$ cat src/rtl/pio_sw_pkg.sv
// Shared constants for the switch PIO: register map, edge-mode encodings and
// the edge-event function.
package pio_sw_pkg;

  localparam logic [1:0] ADDR_DATA = 2'd0;
  localparam logic [1:0] ADDR_MASK = 2'd2;
  localparam logic [1:0] ADDR_EDGE = 2'd3;

  typedef enum logic [1:0] {
    EDGE_RISE = 2'd0,
    EDGE_FALL = 2'd1,
    EDGE_ANY  = 2'd2
  } edge_mode_e;

  function automatic logic [31:0] edge_fn(input logic [31:0] cur,
                                          input logic [31:0] prv,
                                          input int          mode);
    if (mode == int'(EDGE_RISE))      edge_fn = cur & ~prv;
    else if (mode == int'(EDGE_FALL)) edge_fn = ~cur & prv;
    else                              edge_fn = cur ^ prv;
  endfunction

endpackage

$ cat src/rtl/pio_sw_debounce.sv
// Switch debouncer: a shared prescaler samples each synchronised bit into a
// 3-deep history; the output bit follows once all three samples agree.
module pio_sw_debounce #(
  parameter int WIDTH  = 18,
  parameter int CYCLES = 50000
) (
  input  logic             clk,
  input  logic             reset,
  input  logic [WIDTH-1:0] din_i,
  output logic [WIDTH-1:0] db_o
);

  localparam int CW = $clog2(CYCLES);

  logic [CW-1:0] cnt_q, cnt_d;
  logic          tick;

  assign tick  = (cnt_q == CW'(CYCLES - 1));
  assign cnt_d = tick ? '0 : cnt_q + 1'b1;

  always_ff @(posedge clk or posedge reset) begin
    if (reset) cnt_q <= '0;
    else       cnt_q <= cnt_d;
  end

  for (genvar i = 0; i < WIDTH; i++) begin : g_bit
    logic [2:0] hist_q;
    logic       db_q;

    always_ff @(posedge clk or posedge reset) begin
      if (reset) begin
        hist_q <= '0;
        db_q   <= 1'b0;
      end else begin
        if (tick) hist_q <= {hist_q[1:0], din_i[i]};
        // Hold the last agreed value while the history is mixed
        if (&hist_q)       db_q <= 1'b1;
        else if (~|hist_q) db_q <= 1'b0;
      end
    end

    assign db_o[i] = db_q;
  end

endmodule

$ cat src/rtl/pio_sw_irq.sv
// Avalon-MM input PIO: synchroniser, optional debounce (PIO_SW_DEBOUNCE_EN),
// edge capture with RW1C clear, interrupt mask and level IRQ.
module pio_sw_irq
  import pio_sw_pkg::*;
#(
  parameter int WIDTH           = 18,
  parameter int EDGE_MODE       = 2,
  parameter int DEBOUNCE_CYCLES = 50000
) (
  input  logic             clk,
  input  logic             reset,
  input  logic [1:0]       address,
  input  logic             chipselect,
  input  logic             write_n,
  input  logic [31:0]      writedata,
  input  logic [WIDTH-1:0] in_port,
  output logic [31:0]      readdata,
  output logic             irq
);

  logic [WIDTH-1:0] s1_q, s2_q, data, prev_q;
  logic [WIDTH-1:0] ec_q, ec_d, mask_q, mask_d, clr, edge_ev;
  logic [31:0]      edge_w, readdata_q, readdata_d;
  logic             wr;

  always_ff @(posedge clk or posedge reset) begin
    if (reset) begin
      s1_q <= '0;
      s2_q <= '0;
    end else begin
      s1_q <= in_port;
      s2_q <= s1_q;
    end
  end

`ifdef PIO_SW_DEBOUNCE_EN
  pio_sw_debounce #(
    .WIDTH  (WIDTH),
    .CYCLES (DEBOUNCE_CYCLES)
  ) u_db (
    .clk   (clk),
    .reset (reset),
    .din_i (s2_q),
    .db_o  (data)
  );
`else
  assign data = s2_q;
`endif

  assign wr = chipselect & ~write_n;

  always_comb begin
    clr    = '0;
    mask_d = mask_q;
    if (wr && address == ADDR_EDGE) clr    = writedata[WIDTH-1:0];
    if (wr && address == ADDR_MASK) mask_d = writedata[WIDTH-1:0];
    edge_w  = edge_fn(32'(data), 32'(prev_q), EDGE_MODE);
    edge_ev = edge_w[WIDTH-1:0];
    // A new edge wins over a clear landing in the same cycle
    ec_d    = (ec_q & ~clr) | edge_ev;
    unique case (address)
      ADDR_DATA: readdata_d = 32'(data);
      ADDR_MASK: readdata_d = 32'(mask_q);
      ADDR_EDGE: readdata_d = 32'(ec_q);
      default:   readdata_d = '0;
    endcase
  end

  always_ff @(posedge clk or posedge reset) begin
    if (reset) begin
      prev_q     <= '0;
      ec_q       <= '0;
      mask_q     <= '0;
      readdata_q <= '0;
    end else begin
      prev_q     <= data;
      ec_q       <= ec_d;
      mask_q     <= mask_d;
      readdata_q <= readdata_d;
    end
  end

  assign readdata = readdata_q;
  assign irq      = |(ec_q & mask_q);

endmodule
$ cat config.mk
export PLATFORM = sky130hd
export DESIGN_NAME = pio_sw_irq
export DESIGN_NICKNAME = d
export VERILOG_FILES = /design/src/rtl/pio_sw_pkg.sv /design/src/rtl/pio_sw_debounce.sv /design/src/rtl/pio_sw_irq.sv
export SDC_FILE = /design/constraint.sdc
export NUM_CORES = 1
export LEC_CHECK = 0
export CAP_MARGIN = 20
export CORE_UTILIZATION = 53
export CTS_BUF_LIST = sky130_fd_sc_hd__clkbuf_16
export DETAILED_ROUTE_END_ITERATION = 8
export HOLD_SLACK_MARGIN = 0.05
export PLACE_DENSITY = 0.9
export SLEW_MARGIN = 40
export SYNTH_ARGS = -nofsm -noshare
export SYNTH_HDL_FRONTEND = slang
export SYNTH_HIERARCHICAL = 1
export SYNTH_SLANG_ARGS = --single-unit
$ cat constraint.sdc
create_clock -name clk -period 8.7 [get_ports clk]
set_input_delay 1.74 -clock clk [delete_from_list [all_inputs] [get_ports clk]]
set_output_delay 1.74 -clock clk [all_outputs]
set_load 0.01 [all_outputs]
# == After elaboration in Yosys (flattened, before gate mapping) ==
# Cells that the tools add are included.
# totals
reg_bits,122
latch_bits,0
mem_bits_rw,0
romBits,0
output_inout_bits,33
word_cells,21
n_memories,0
# classes
addsub,0
n_mul,0
div_mod_pow,0
order_cmp,0
eq_ne,2
n_shift,0
n_mux,2
bitwise,7
n_reduce_logical,4
# op_table
cell,count
$pmux 18 s3,1
$and 18x18->18,2
$mux 18,1
$not 18->18,1
$or 18x18->18,1
$reduce_or 18->1,1
$xor 18x18->18,1
$eq 2x2->1 const B,2
$logic_and 1x1->1,2
$logic_not 2->1,1
$and 1x1->1,1
$not 1->1,1

# == Depth between registers and ports, before layout ==
# Gate-level depths: netlist of run 1.
# logic_depth
depth_word,7
ltp_mapped,6
mapped_depth_nobuf,4

# == Worst setup path before layout of run 1 ==
# Ideal clock, no wire load.
# synth_path
path_type,register -> output
startpoint,register mask_q[6]
endpoint,output port irq
arrival_ns,1.055
t_required_ns,6.960
setup_slack_ns,5.905
path_stages_with_launch,5
n_path_buf,0
path_cell_list,dfrtp_1 > a22o_1 > a221oi_1 > and3_1 > nand4_1
# synth_between
elab_chain_len,2
# synth_lines
item,line,source
from (decl),pio_sw_irq.sv:22,"logic [WIDTH-1:0] ec_q, ec_d, mask_q, mask_d, clr, edge_ev;"
from (signal assigned),pio_sw_irq.sv:78,mask_q <= mask_d;
$and 18x18->18,pio_sw_irq.sv:84,assign irq = |(ec_q & mask_q);
$reduce_or 18->1,pio_sw_irq.sv:84,
to (decl),pio_sw_irq.sv:18,output logic irq
# Every way passes these cells.

# == Worst setup path in the final report of run 1 ==
# Same ends and word-level chain as after synthesis.

==> results of run 1 <==
==> area by class of cell <==
cell class	count	area (µm²)
multi-input cells	154	1136
flip-flops and latches	108	2703
repair buffers	62	614.3
inverters	1	6.256
clock buffers	9	225.2
fillers	507	2330
clock inverters	7	115.1
well taps	99	123.9
==> layer usage <==
layer | global-route usage, % | share of wire [%] | up-vias
li1 | - | - | 1023
met1 | 25.43 | 44 | 1132
met2 | 32.66 | 49 | 62
met3 | 6.157 | 4.6 | 18
met4 | 10.85 | 2.1 | 0
met5 | 0 | 0 | -
==> state kept, by name, indices dropped and copies added (netlist names) <==
name	cells
prev_q	18
s1_q	18
data	18
ec_q	18
mask_q	18
readdata	18
==> metrics by stage <==
stage               instances  cell area [µm²]  total power [µW]  hold WS, ns
floorplan                 286             4025             660.8       0.3312
global route              440             4923              1205       0.3565
detailed placement        424             4583             714.2       0.3347
finish                    440             4923              1157       0.3486
CTS                       440             4923              1167       0.3504
global placement          424             4579             707.6       0.3314
==> power by group through the flow <==
stage                     logic (µW)  clock network (µW)  registers [µW]
after floorplan                 82.5                   0             578
after global placement           130                   0             578
after detailed placement         134                   0             580
after CTS                        135                 460             572
after global routing             145                 484             577
final                            134                 452             572
==> logic make-up after synthesis <==
kind of cell	count (synthesis)	share of synthesized area (%)
other cells	1	0.09431
simple gates	59	6.168
compound gates	27	5.853
mux	36	11.14
buf+inv	24	4.814
flops	108	67.97
xor+xnor	18	3.965
==> worst reg2reg max path, stage by stage (launching register included) <==
cell and delay [ns]:
dfrtp_1 0.41, mux2_2 0.28, a22o_1 0.24
==> worst paths after layout <==
check	endpoint	depth (start not counted)	slack [ns]	startpoint
setup / recovery	irq	5	4.91	mask_q[6]
hold / removal	data[1]	0	0.35	s1_q[1]
setup reg to reg	readdata[15]	2	7.66	ec_q[15]
hold reg to reg	data[1]	0	0.35	s1_q[1]
max in group asynchronous	ec_q[15]	3	5.96	reset
min in group asynchronous	readdata[15]	2	1.77	reset
==> cell usage in the layout (no fill, tap or decap), types with 3 or more instances in the layout <==
cell type	instances
xnor2_1	18
a22oi_1	3
bufinv_16	3
mux2_2	26
conb_1	14
a22o_1	21
dfrtp_1	108
mux2_4	10
nand2_1	54
clkbuf_16	9
clkdlybuf4s50_1	59
a221oi_1	3
==> flow_summary_export.csv, run 1 <==
group,metric,value,unit
outcome,status,"finished clean",
final_layout,post-route-util,67.88,%
power_and_ir_drop,seq_power_share,49.4,%
global_route,grt_pass1_wl,11360,µm
power_and_ir_drop,combPwrFrac,11.6,%
power_and_ir_drop,pwr_density_cell,235.0,mW/mm²
power_and_ir_drop,p_leak,0.002152,µW
global_route,grt_max_degree,73,
final_layout,nets,392,
placement,dp_hpwl,4338,µm
flow_run,maxCapViolations,0,
drt,antenna_left,0,
worst_setup_path,cp-end-kind,"primary output",
hold_path,min_path_type,"reg2reg",
worst_setup_path,setup.worst_path.class,"reg2out",
worst_setup_path,path_max_fanout,3,
logic_synthesis,synth_ff_type,"dfrtp_1",
sta,setup_viol,0,
clock_network,clk_latency,0.34,ns
power_and_ir_drop,power_switching,250.3,µW
worst_setup_path,crit_chain,"a22o_1, a221oi_1, and3_1, nand4_1, clkdlybuf4s50_1",
final_layout,area_growth_syn_to_layout,23.82,%
drt,vias_per_cell,5.080,
sta,period_minus_slack,3.792,ns
global_route,gr-total-overflow,0,
sta,fmax,0.2637,GHz
die,pin_count,89,
logic_synthesis,yosys.cell_count.top_type,"dfrtp_1",
clock_network,clock-sinks,108,
die,rows,31,
drt,drtPass1Iterations,4,
clock_network,numCtsBuffers,9,
logic_synthesis,ys.warnings.count,6,
placement,place.gp.congestion,0.7399,
logic_synthesis,synth_largest_area_cell,"dfrtp_1",
worst_setup_path,critPathTopFamily,"compound AO/OA/AOI/OAI gates",
power_and_ir_drop,vdd_drop_max,123.7,µV
die,die_height,88.62,µm
global_route,grt_pass1_vias,2352,
clock_network,cts_tree,"built",
global_route,antenna_found_initial,0,
drt,routed_wl,7104,µm
drt,drtIter0Drc,105,
sta,worst_pin_slew,0.6606,ns
sta,slew_violations,0,
worst_setup_path,critPathSlowestCell,"clkdlybuf4s50_1",
drt,vias,2235,
logic_synthesis,netlist_area,0.003976,mm²
clock_network,cts_max_level,3,
logic_synthesis,synth_cells,273,
sta,tns,0,ns
logic_synthesis,synthArstFlopShare,100.0,%
clock_network,ctsHoldBuffers,0,
worst_setup_path,cpPeakStageDelay,0.50,ns
logic_synthesis,synth_top_area_share,67.97,%
die,fp.coreArea,0.007253,mm²
sta,slew_headroom,55.96,%
placement,port_buffers,60,
worst_setup_path,path_buf_inv,1,
clock_network,ctsLongestPathBuffers,2,
sta,layout_setup_ws,4.908,ns
sta,fin_crit_sh,43.59,%
clock_network,path_clk_slew,0.07,ns
final_layout,drive_gt1_share,17.01,%
sta,rsz0062_at_grt,"false",
power_and_ir_drop,p_sw_share,21.63,%
die,start_util,54.82,%
power_and_ir_drop,clkPwrFrac,39.0,%
drt,drc,0,
logic_synthesis,synthTopCellsByArea,"dfrtp_1, mux2_2, nand2_1",
logic_synthesis,syn_avg_cell_area,14.57,µm²
global_route,grt_util_all_layers,20.50,%
logic_synthesis,ys_types,20,
worst_setup_path,worstSetupStartpointType,"flop",
final_layout,n_antenna_cell,0,
power_and_ir_drop,intPower,907.0,µW
worst_setup_path,critPathArrivalTime,2.05,ns
logic_synthesis,synth_edf_count,0,
drt,wl_per_cell,16.15,µm
sta,finalClockSkew,0.003973,ns
clock_network,cts_root_buffer,"clkbuf_16",
placement,pre_cts_ws,4.988,ns
logic_synthesis,synth_seq_cells,108,
logic_synthesis,seq_area_frac_synth,67.97,%
worst_setup_path,crit_required,6.96,ns
die,dieArea,0.007853,mm²
die,die_w,88.62,µm
logic_synthesis,synth_common_cells,"dfrtp_1, nand2_1, mux2_2",
clock_network,postCtsResizedCells,0,
clock_network,post_cts_buffers,0,
sta,hold_violations,0,
(Power assumes the default switching activity.)
==> inputs of run 2 (changes only) <==
--- a/config.mk
+++ b/config.mk
@@ -6,11 +6,11 @@
 export NUM_CORES = 1
 export LEC_CHECK = 0
 export CAP_MARGIN = 20
-export CORE_UTILIZATION = 53
+export CORE_UTILIZATION = 50
 export CTS_BUF_LIST = sky130_fd_sc_hd__clkbuf_16
 export DETAILED_ROUTE_END_ITERATION = 8
 export HOLD_SLACK_MARGIN = 0.05
-export PLACE_DENSITY = 0.9
+export PLACE_DENSITY = 0.86
 export SLEW_MARGIN = 40
 export SYNTH_ARGS = -nofsm -noshare
 export SYNTH_HDL_FRONTEND = slang
==> constraint.sdc (replaced) <==
create_clock -name clk -period 3.8 [get_ports clk]
set_input_delay 0.76 -clock clk [delete_from_list [all_inputs] [get_ports clk]]
set_output_delay 0.76 -clock clk [all_outputs]
set_load 0.01 [all_outputs]
==> flow_summary_export.csv, run 2 (same netlist as run 1, synthesis figures left out) <==
group,metric,value,unit
global_route,antenna_found_initial,0,
clock_network,cts_tree,"built",
final_layout,regArea,0.002703,mm²
drt,drc,0,
sta,worst_pin_slew,0.5328,ns
worst_setup_path,critPathArrivalTime,2.07,ns
final_layout,n_fill_cell,562,
global_route,grt_util_all_layers,19.20,%
flow_run,maxCapViolations,0,
power_and_ir_drop,p_leak,0.002166,µW
sta,tns,0,ns
global_route,grt_max_degree,61,
die,fp.coreArea,0.007727,mm²
worst_setup_path,path_max_fanout,3,
drt,vias_per_cell,5.040,
power_and_ir_drop,vdd_drop_max,265.5,µV
worst_setup_path,setup.worst_path.class,"reg2out",
clock_network,post_cts_buffers,0,
clock_network,numCtsBuffers,9,
final_layout,n_antenna_cell,0,
drt,drtPass1Iterations,4,
die,start_util,51.46,%
global_route,grt_pass1_wl,11850,µm
final_layout,drive_gt1_share,16.62,%
clock_network,clk_latency,0.34,ns
power_and_ir_drop,power,2575,µW
sta,setup_viol,0,
final_layout,post-route-util,63.91,%
final_layout,multi_input_area,0.001136,mm²
sta,slew_headroom,64.40,%
die,rows,32,
clock_network,cts_max_level,3,
placement,port_buffers,60,
sta,slew_violations,0,
drt,vias,2243,
worst_setup_path,critPathTopFamily,"compound AO/OA/AOI/OAI gates",
sta,layout_setup_ws,0.9661,ns
die,dieArea,0.008313,mm²
global_route,gr-total-overflow,0,
sta,rsz0062_at_grt,"false",
drt,drtIter0Drc,82,
placement,dp_hpwl,4494,µm
drt,antenna_left,0,
placement,pre_cts_ws,1.247,ns
sta,period_minus_slack,2.834,ns
placement,place.gp.congestion,0.7439,
drt,routed_wl,7006,µm
worst_setup_path,cp-end-kind,"primary output",
sta,hold_violations,0,
worst_setup_path,worstSetupStartpointType,"flop",
clock_network,ctsLongestPathBuffers,2,
sta,fin_crit_sh,74.58,%
sta,fmax,0.3529,GHz
outcome,status,"finished clean",
placement,placedInstanceArea,0.004628,mm²
worst_setup_path,crit_chain,"a22o_1, a221oi_1, and3_1, nand4_1, clkdlybuf4s50_1",
worst_setup_path,cpPeakStageDelay,0.49,ns
die,die_height,91.18,µm
hold_path,min_path_type,"reg2reg",
sta,finalClockSkew,0.003353,ns
global_route,grt_pass1_vias,2425,
final_layout,mostFrequentLayoutCell,"dfrtp_1",
final_layout,nets,394,
worst_setup_path,crit_required,3.04,ns
clock_network,path_clk_slew,0.07,ns
clock_network,cts_root_buffer,"clkbuf_16",
clock_network,clock-sinks,108,
final_layout,area_growth_syn_to_layout,24.20,%
final_layout,layout_common_cells,"dfrtp_1, clkdlybuf4s50_1, nand2_1",
clock_network,ctsHoldBuffers,0,
worst_setup_path,critPathSlowestCell,"clkdlybuf4s50_1",
power_and_ir_drop,pwr_density_cell,521.4,mW/mm²
die,pin_count,89,
final_layout,fin_area,0.004938,mm²
worst_setup_path,path_buf_inv,1,
drt,wl_per_cell,15.74,µm
die,die_w,91.18,µm
clock_network,postCtsResizedCells,0,
run 2: cell types whose count changed in the layout (fill, tap and decap cells not counted), sizes merged:
| cell | delta |
|---|---|
| buf | +1 |
| bufinv | -1 |
| clkinvlp | -1 |
| clkdlybuf4s50 | +1 |
| clkinv | +1 |
| inv | +1 |
run 2: worst register-to-register path, cell delays in order (launching register included):
cell	delay (ns)
dfrtp_1	0.40
mux2_2	0.28
a22o_1	0.24
run 2: where the power goes:
part,switching [µW],total (µW),internal (µW),leakage (µW)
Clock,386,955,569,0.000158
Combinational,119,311,192,0.000784
Sequential,61.7,1310,1250,0.00122
run 2: final timing paths:
path	slack [ns]	start	end	cells after the start
max	0.97	mask_q[11]	irq	5
min	0.35	s1_q[11]	data[11]	0
max reg2reg	2.76	ec_q[15]	readdata[15]	2
min reg2reg	0.35	s1_q[11]	data[11]	0
max in group asynchronous	2.33	reset	data[4]	3
min in group asynchronous	0.84	reset	s1_q[17]	2
run 2: final cells by class:
| class | count | share of cell area, % |
|---|---|---|
| clock inverter | 7 | 1.672 |
| inverter | 1 | 0.1773 |
| timing repair buffer | 64 | 13.28 |
| sequential | 108 | 54.73 |
| multi-input combinational | 154 | 23.00 |
| tap | 102 | 2.584 |
| clock buffer | 9 | 4.560 |
run 2: routing by layer:
layer | part of all wire (%) | vias to the layer above | GRT usage [%]
li1 | - | 1022 | -
met1 | 42 | 1144 | 23.21
met2 | 51 | 62 | 31.31
met3 | 5.5 | 15 | 6.281
met4 | 2.1 | 0 | 8.995
met5 | 0 | - | 0
run 2: metrics by stage:
step / std cells / hold slack, ns
after floorplan: 286 / 0.3312
after global placement: 429 / 0.3314
after detailed placement: 429 / 0.3347
after CTS: 445 / 0.3496
after global routing: 445 / 0.3557
final: 445 / 0.3477
